[src/rtl/sram_arb.sv]
// Fixed-slot arbiter sharing one ack-less sram controller between video, CPU and copy.
// Each grant holds the strobe for SLOT_CYCLES, drops it for GAP_CYCLES, then re-arbitrates.
module sram_arb #(
  parameter int SLOT_CYCLES = 20,
  parameter int GAP_CYCLES  = 2,
  parameter int STARVE_MAX  = 4
) (
  input  logic        clk_ram,
  input  logic        init,
  input  logic [23:0] vid_addr,
  input  logic        vid_stb,
  output logic        vid_ack,
  output logic [15:0] vid_dout,
  input  logic [23:0] cpu_addr,
  input  logic [15:0] cpu_din,
  input  logic [1:0]  cpu_wtbt,
  input  logic        cpu_we,
  input  logic        cpu_stb,
  output logic        cpu_ack,
  output logic [15:0] cpu_dout,
  input  logic [23:0] cpy_addr,
  input  logic [15:0] cpy_din,
  input  logic        cpy_we,
  input  logic        cpy_stb,
  output logic        cpy_ack,
  output logic [15:0] cpy_dout,
  output logic [23:0] ram_addr,
  output logic [15:0] ram_din,
  output logic [1:0]  ram_wtbt,
  output logic        ram_we,
  output logic        ram_rd,
  input  logic [15:0] ram_dout,
  output logic [1:0]  grant,
  output logic        busy
);

  localparam int SW = $clog2(SLOT_CYCLES + 1);
  localparam int GW = $clog2(GAP_CYCLES + 1);
  localparam int KW = $clog2(STARVE_MAX + 1);

  typedef enum logic [1:0] {IDLE, SLOT, GAP} state_t;

  state_t        state_reg, state_next;
  logic [1:0]    grant_reg, grant_next;
  logic          busy_reg, busy_next;
  logic          ram_rd_reg, ram_rd_next;
  logic          ram_we_reg, ram_we_next;
  logic [23:0]   ram_addr_reg, ram_addr_next;
  logic [15:0]   ram_din_reg, ram_din_next;
  logic [1:0]    ram_wtbt_reg, ram_wtbt_next;
  logic          vid_ack_reg, vid_ack_next;
  logic          cpu_ack_reg, cpu_ack_next;
  logic          cpy_ack_reg, cpy_ack_next;
  logic [15:0]   vid_dout_reg, vid_dout_next;
  logic [15:0]   cpu_dout_reg, cpu_dout_next;
  logic [15:0]   cpy_dout_reg, cpy_dout_next;
  logic [SW-1:0] slot_cnt_reg, slot_cnt_next;
  logic [GW-1:0] gap_cnt_reg, gap_cnt_next;
  logic [KW-1:0] skip_cnt_reg, skip_cnt_next;
  logic          starved;

  // Copy outranks the CPU only once the CPU has taken STARVE_MAX grants past it.
  assign starved = cpy_stb && (skip_cnt_reg == KW'(STARVE_MAX));

  always_comb begin
    state_next    = state_reg;
    grant_next    = grant_reg;
    busy_next     = busy_reg;
    ram_rd_next   = ram_rd_reg;
    ram_we_next   = ram_we_reg;
    ram_addr_next = ram_addr_reg;
    ram_din_next  = ram_din_reg;
    ram_wtbt_next = ram_wtbt_reg;
    vid_ack_next  = 1'b0;
    cpu_ack_next  = 1'b0;
    cpy_ack_next  = 1'b0;
    vid_dout_next = vid_dout_reg;
    cpu_dout_next = cpu_dout_reg;
    cpy_dout_next = cpy_dout_reg;
    slot_cnt_next = slot_cnt_reg;
    gap_cnt_next  = gap_cnt_reg;
    skip_cnt_next = skip_cnt_reg;
    case (state_reg)
      IDLE: begin
        if (vid_stb || cpu_stb || cpy_stb) begin
          state_next    = SLOT;
          busy_next     = 1'b1;
          slot_cnt_next = SW'(SLOT_CYCLES - 1);
          if (vid_stb) begin
            grant_next    = 2'd1;
            ram_addr_next = vid_addr;
            ram_din_next  = 16'h0000;
            ram_wtbt_next = 2'b11;
            ram_rd_next   = 1'b1;
            ram_we_next   = 1'b0;
          end else if (cpu_stb && !starved) begin
            grant_next    = 2'd2;
            ram_addr_next = cpu_addr;
            ram_din_next  = cpu_din;
            ram_wtbt_next = cpu_wtbt;
            ram_rd_next   = !cpu_we;
            ram_we_next   = cpu_we;
            if (cpy_stb && skip_cnt_reg != KW'(STARVE_MAX))
              skip_cnt_next = skip_cnt_reg + KW'(1);
          end else begin
            grant_next    = 2'd3;
            ram_addr_next = cpy_addr;
            ram_din_next  = cpy_din;
            ram_wtbt_next = 2'b11;
            ram_rd_next   = !cpy_we;
            ram_we_next   = cpy_we;
            skip_cnt_next = '0;
          end
        end
      end
      SLOT: begin
        if (slot_cnt_reg == '0) begin
          state_next   = GAP;
          ram_rd_next  = 1'b0;
          ram_we_next  = 1'b0;
          gap_cnt_next = GW'(GAP_CYCLES - 1);
        end else begin
          slot_cnt_next = slot_cnt_reg - SW'(1);
          // Registered ack/dout become visible in the final strobe cycle.
          if (slot_cnt_reg == SW'(1)) begin
            case (grant_reg)
              2'd1: if (vid_stb) begin
                vid_ack_next = 1'b1;
                if (ram_rd_reg) vid_dout_next = ram_dout;
              end
              2'd2: if (cpu_stb) begin
                cpu_ack_next = 1'b1;
                if (ram_rd_reg) cpu_dout_next = ram_dout;
              end
              2'd3: if (cpy_stb) begin
                cpy_ack_next = 1'b1;
                if (ram_rd_reg) cpy_dout_next = ram_dout;
              end
              default: ;
            endcase
          end
        end
      end
      GAP: begin
        if (gap_cnt_reg == '0) begin
          state_next = IDLE;
          grant_next = 2'd0;
          busy_next  = 1'b0;
        end else begin
          gap_cnt_next = gap_cnt_reg - GW'(1);
        end
      end
      default: state_next = IDLE;
    endcase
  end

  always_ff @(posedge clk_ram or posedge init) begin
    if (init) begin
      state_reg    <= IDLE;
      grant_reg    <= 2'd0;
      busy_reg     <= 1'b0;
      ram_rd_reg   <= 1'b0;
      ram_we_reg   <= 1'b0;
      ram_addr_reg <= '0;
      ram_din_reg  <= '0;
      ram_wtbt_reg <= 2'b00;
      vid_ack_reg  <= 1'b0;
      cpu_ack_reg  <= 1'b0;
      cpy_ack_reg  <= 1'b0;
      vid_dout_reg <= '0;
      cpu_dout_reg <= '0;
      cpy_dout_reg <= '0;
      slot_cnt_reg <= '0;
      gap_cnt_reg  <= '0;
      skip_cnt_reg <= '0;
    end else begin
      state_reg    <= state_next;
      grant_reg    <= grant_next;
      busy_reg     <= busy_next;
      ram_rd_reg   <= ram_rd_next;
      ram_we_reg   <= ram_we_next;
      ram_addr_reg <= ram_addr_next;
      ram_din_reg  <= ram_din_next;
      ram_wtbt_reg <= ram_wtbt_next;
      vid_ack_reg  <= vid_ack_next;
      cpu_ack_reg  <= cpu_ack_next;
      cpy_ack_reg  <= cpy_ack_next;
      vid_dout_reg <= vid_dout_next;
      cpu_dout_reg <= cpu_dout_next;
      cpy_dout_reg <= cpy_dout_next;
      slot_cnt_reg <= slot_cnt_next;
      gap_cnt_reg  <= gap_cnt_next;
      skip_cnt_reg <= skip_cnt_next;
    end
  end

  assign grant    = grant_reg;
  assign busy     = busy_reg;
  assign ram_rd   = ram_rd_reg;
  assign ram_we   = ram_we_reg;
  assign ram_addr = ram_addr_reg;
  assign ram_din  = ram_din_reg;
  assign ram_wtbt = ram_wtbt_reg;
  assign vid_ack  = vid_ack_reg;
  assign cpu_ack  = cpu_ack_reg;
  assign cpy_ack  = cpy_ack_reg;
  assign vid_dout = vid_dout_reg;
  assign cpu_dout = cpu_dout_reg;
  assign cpy_dout = cpy_dout_reg;

endmodule
[config.mk]
export PLATFORM = sky130hd
export DESIGN_NAME = sram_arb
export DESIGN_NICKNAME = d
export VERILOG_FILES = /design/src/rtl/sram_arb.sv
export SDC_FILE = /design/constraint.sdc
export NUM_CORES = 1
export LEC_CHECK = 0
export CORE_AREA = 4 4 114 116
export CTS_CLUSTER_DIAMETER = 150
export DETAILED_ROUTE_END_ITERATION = 8
export DIE_AREA = 0 0 118 120
export PLACE_DENSITY = 0.85
export SETUP_SLACK_MARGIN = 0.05
export SKIP_CTS_REPAIR_TIMING = 1
export SLEW_MARGIN = 20
export SYNTH_ARGS = -nofsm -noshare
export SYNTH_HDL_FRONTEND = slang
export SYNTH_SLANG_ARGS = --single-unit
[constraint.sdc]
create_clock -name clk_ram -period 4.3 [get_ports clk_ram]
set_input_delay 0.43 -clock clk_ram [delete_from_list [all_inputs] [get_ports clk_ram]]
set_output_delay 0.43 -clock clk_ram [all_outputs]
set_load 0.05 [all_outputs]
==> reports/qor.yml <==
outcome:
  outcome: "completed"
timing:
  skew_ns: 0.0111
  tightest_slew_ns: 0.960
  fin_crit_sh: 0.588
  period_minus_slack_ns: 2.53
  drv_slew: 0
  fin_tns_setup_ns: 0
  relSlewSlack: 0.360
  finalSetupViolations: 0
  clock.fmax_ghz: 0.395
  rsz0062_at_grt: "false"
  final_hold_viol_count: 0
route:
  drc: 0
  firstDrtPassIters: 6
  drt_first_iter_violations: 252
  routed_wl_um: 14100
  detail-route-antenna-nets: 0
  num_vias: 3978
  routed_via_density: 5.20
  post_drt_wl_per_cell_um: 18.4
logic_synthesis:
  synthCells: 395
  synthDistinctLibCells: 37
  yosysWarnings: 0
  synth-edff-count: 0
  synth_area_per_cell_um2: 12.5
  synth_top_area_cell: "dfrtp_1"
  synth_ff_type: "dfrtp_1"
  ys_async_sr_fraction: 1.00
  yosys-top-cells-area: "dfrtp_1, mux2i_1, mux2_2, mux2_4, o21ai_0"
  synth.net_count: 529
  ys_ff_latch: 110
  synth_top_area_share: 0.558
  synth-seq-area-share: 0.558
  synthesis.area_um2: 4940
cells_and_area:
  fill_cells: 925
  final_cell_mix: "clkdlybuf4s50_1, dfrtp_1, o21ai_0"
  syn_to_final_growth_pct: 53.8
  nNetsFinal: 747
  seqCellArea_um2: 2750
  largest_register_ffs: 24
  drive_gt1_frac: 0.131
  diodes: 0
  multi_input_area_um2: 2050
  final_common_cell: "clkdlybuf4s50_1"
die:
  row_count: 40
  start_util: 0.414
  die_h_um: 120
  core_area_um2: 11900
  fp.dieW_um: 118
  io_pins: 227
  die_area_um2: 14200
setup_path:
  slowest_stage: "nand2_2"
  setup.worst_path.class: "primary input to register"
  arrival_ns: 2.73
  reg2reg_slack_ns: 1.93
  reg2reg_from: "skip_cnt_reg[0]"
  crit_required_ns: 4.50
  worstSetupStartpointType: "primary input"
  critPathMaxStageDelay_ns: 0.65
  endpoint_kind: "register"
  worstPathCellList: "clkdlybuf4s50_1 -> nand3_1 -> nand2_2 -> buf_4 -> mux2i_1 -> o21ai_0"
  path_max_fanout: 29
  critPathLaunch: "cpy_stb"
clock_tree:
  cts_tree: "built"
  h-tree-depth: 3
  cts_buffer_depth: 2
  numCtsBuffers: 9
  clkSlewWorstSetupHoldPaths_ns: 0.08
  clockRootBuffer: "clkbuf_16"
  clock-sinks: 110
  clk_latency_ns: 0.35
job:
  cap_violations: 0
pwr:
  power.leakage_nw: 3.48
  p_per_area_nw_per_um2: 572
  p_total_mw: 4.34
  ir_worst_vdd_v: 0.000325
min_path:
  min_path_type: "register to register"
  min_from: "ram_wtbt[0]"
placed_design:
  hpwl_um: 10800
  portBuffers: 226
  gp_congestion: 0.826
global_routing:
  overflow: 0
  grt_pass1_vias: 4298
  grt_max_degree: 50
  grt_pass1_wl_um: 22700
  track_usage: 0.200
  grt_antenna_before_repair: 0
==> through the flow <==
stage	utilization	instance area [µm²]	worst slack [ns]	instances	hold WS [ns]
6_report	0.637	7590	1.77	765	0.486
2_1_floorplan	-	4940	0.968	395	0.496
5_1_grt	0.637	7590	1.61	765	0.505
3_3_place_gp	0.614	7310	1.54	749	0.458
4_1_cts	0.637	7590	1.77	765	0.492
3_5_place_dp	0.614	7310	1.39	749	0.471
==> power breakdown <==
| group | switching, mW | internal (mW) | leakage [nW] | total [mW] |
|---|---|---|---|---|
| logic | 1.30 | 0.743 | 1.90 | 2.04 |
| clock network | 0.395 | 0.402 | 0.141 | 0.797 |
| registers | 0.196 | 1.30 | 1.45 | 1.50 |
==> worst paths after layout <==
check | endpoint | cells after the start
max in group asynchronous | cpy_dout[13] | 3
min | ram_wtbt[0] | 2
min reg2reg | ram_wtbt[0] | 2
min in group asynchronous | cpu_dout[4] | 2
max reg2reg | ram_addr[22] | 7
max | ram_addr[22] | 6
==> worst max-delay path, delay by kind of cell <==
kind | cells | cell delay [ns]
mux | 1 | 0.27
buf+inv | 2 | 1.06
simple gates | 2 | 0.84
compound gates | 1 | 0.10
==> cell usage after synthesis, types with 2 or more instances <==
cell and instances:
a22o_1 2, buf_2 10, nor2b_1 4, nand2_1 36, and2_1 2, a21oi_1 3
clkbuf_1 11, nor3_1 4, nand3b_1 3, inv_1 8, mux2_4 20, ha_1 5
nand3_1 4, nor2_1 10, dfrtp_1 110, mux2i_1 42, buf_6 2, o21ai_0 47
a22oi_1 24, mux2_2 31
==> cells by family (layout without fill, tap and decap cells) <==
family | Yosys count | count (layout) | share of synthesized area
flops | 110 | 110 | 0.558
simple gates | 73 | 73 | 0.0814
compound gates | 83 | 83 | 0.102
mux | 93 | 93 | 0.217
fa+ha+maj | 5 | 5 | 0.0127
buf+inv | 31 | 254 | 0.0292
==> layout make-up <==
class                   count  share of cell area
clock inverters             7             0.00709
inverters                   8             0.00429
multi-input cells         254               0.270
flip-flops and latches    110               0.363
repair buffers            230               0.302
clock buffers               9              0.0297
well taps                 147              0.0242
==> per-layer routing <==
metal | part of all wire | wire (µm) | GRT usage
met5 | 0 | 0 | 0
met4 | 0.021 | 292 | 0.0733
met3 | 0.085 | 1190 | 0.0613
met2 | 0.48 | 6740 | 0.333
met1 | 0.42 | 5850 | 0.246
(Power assumes the default switching activity.)
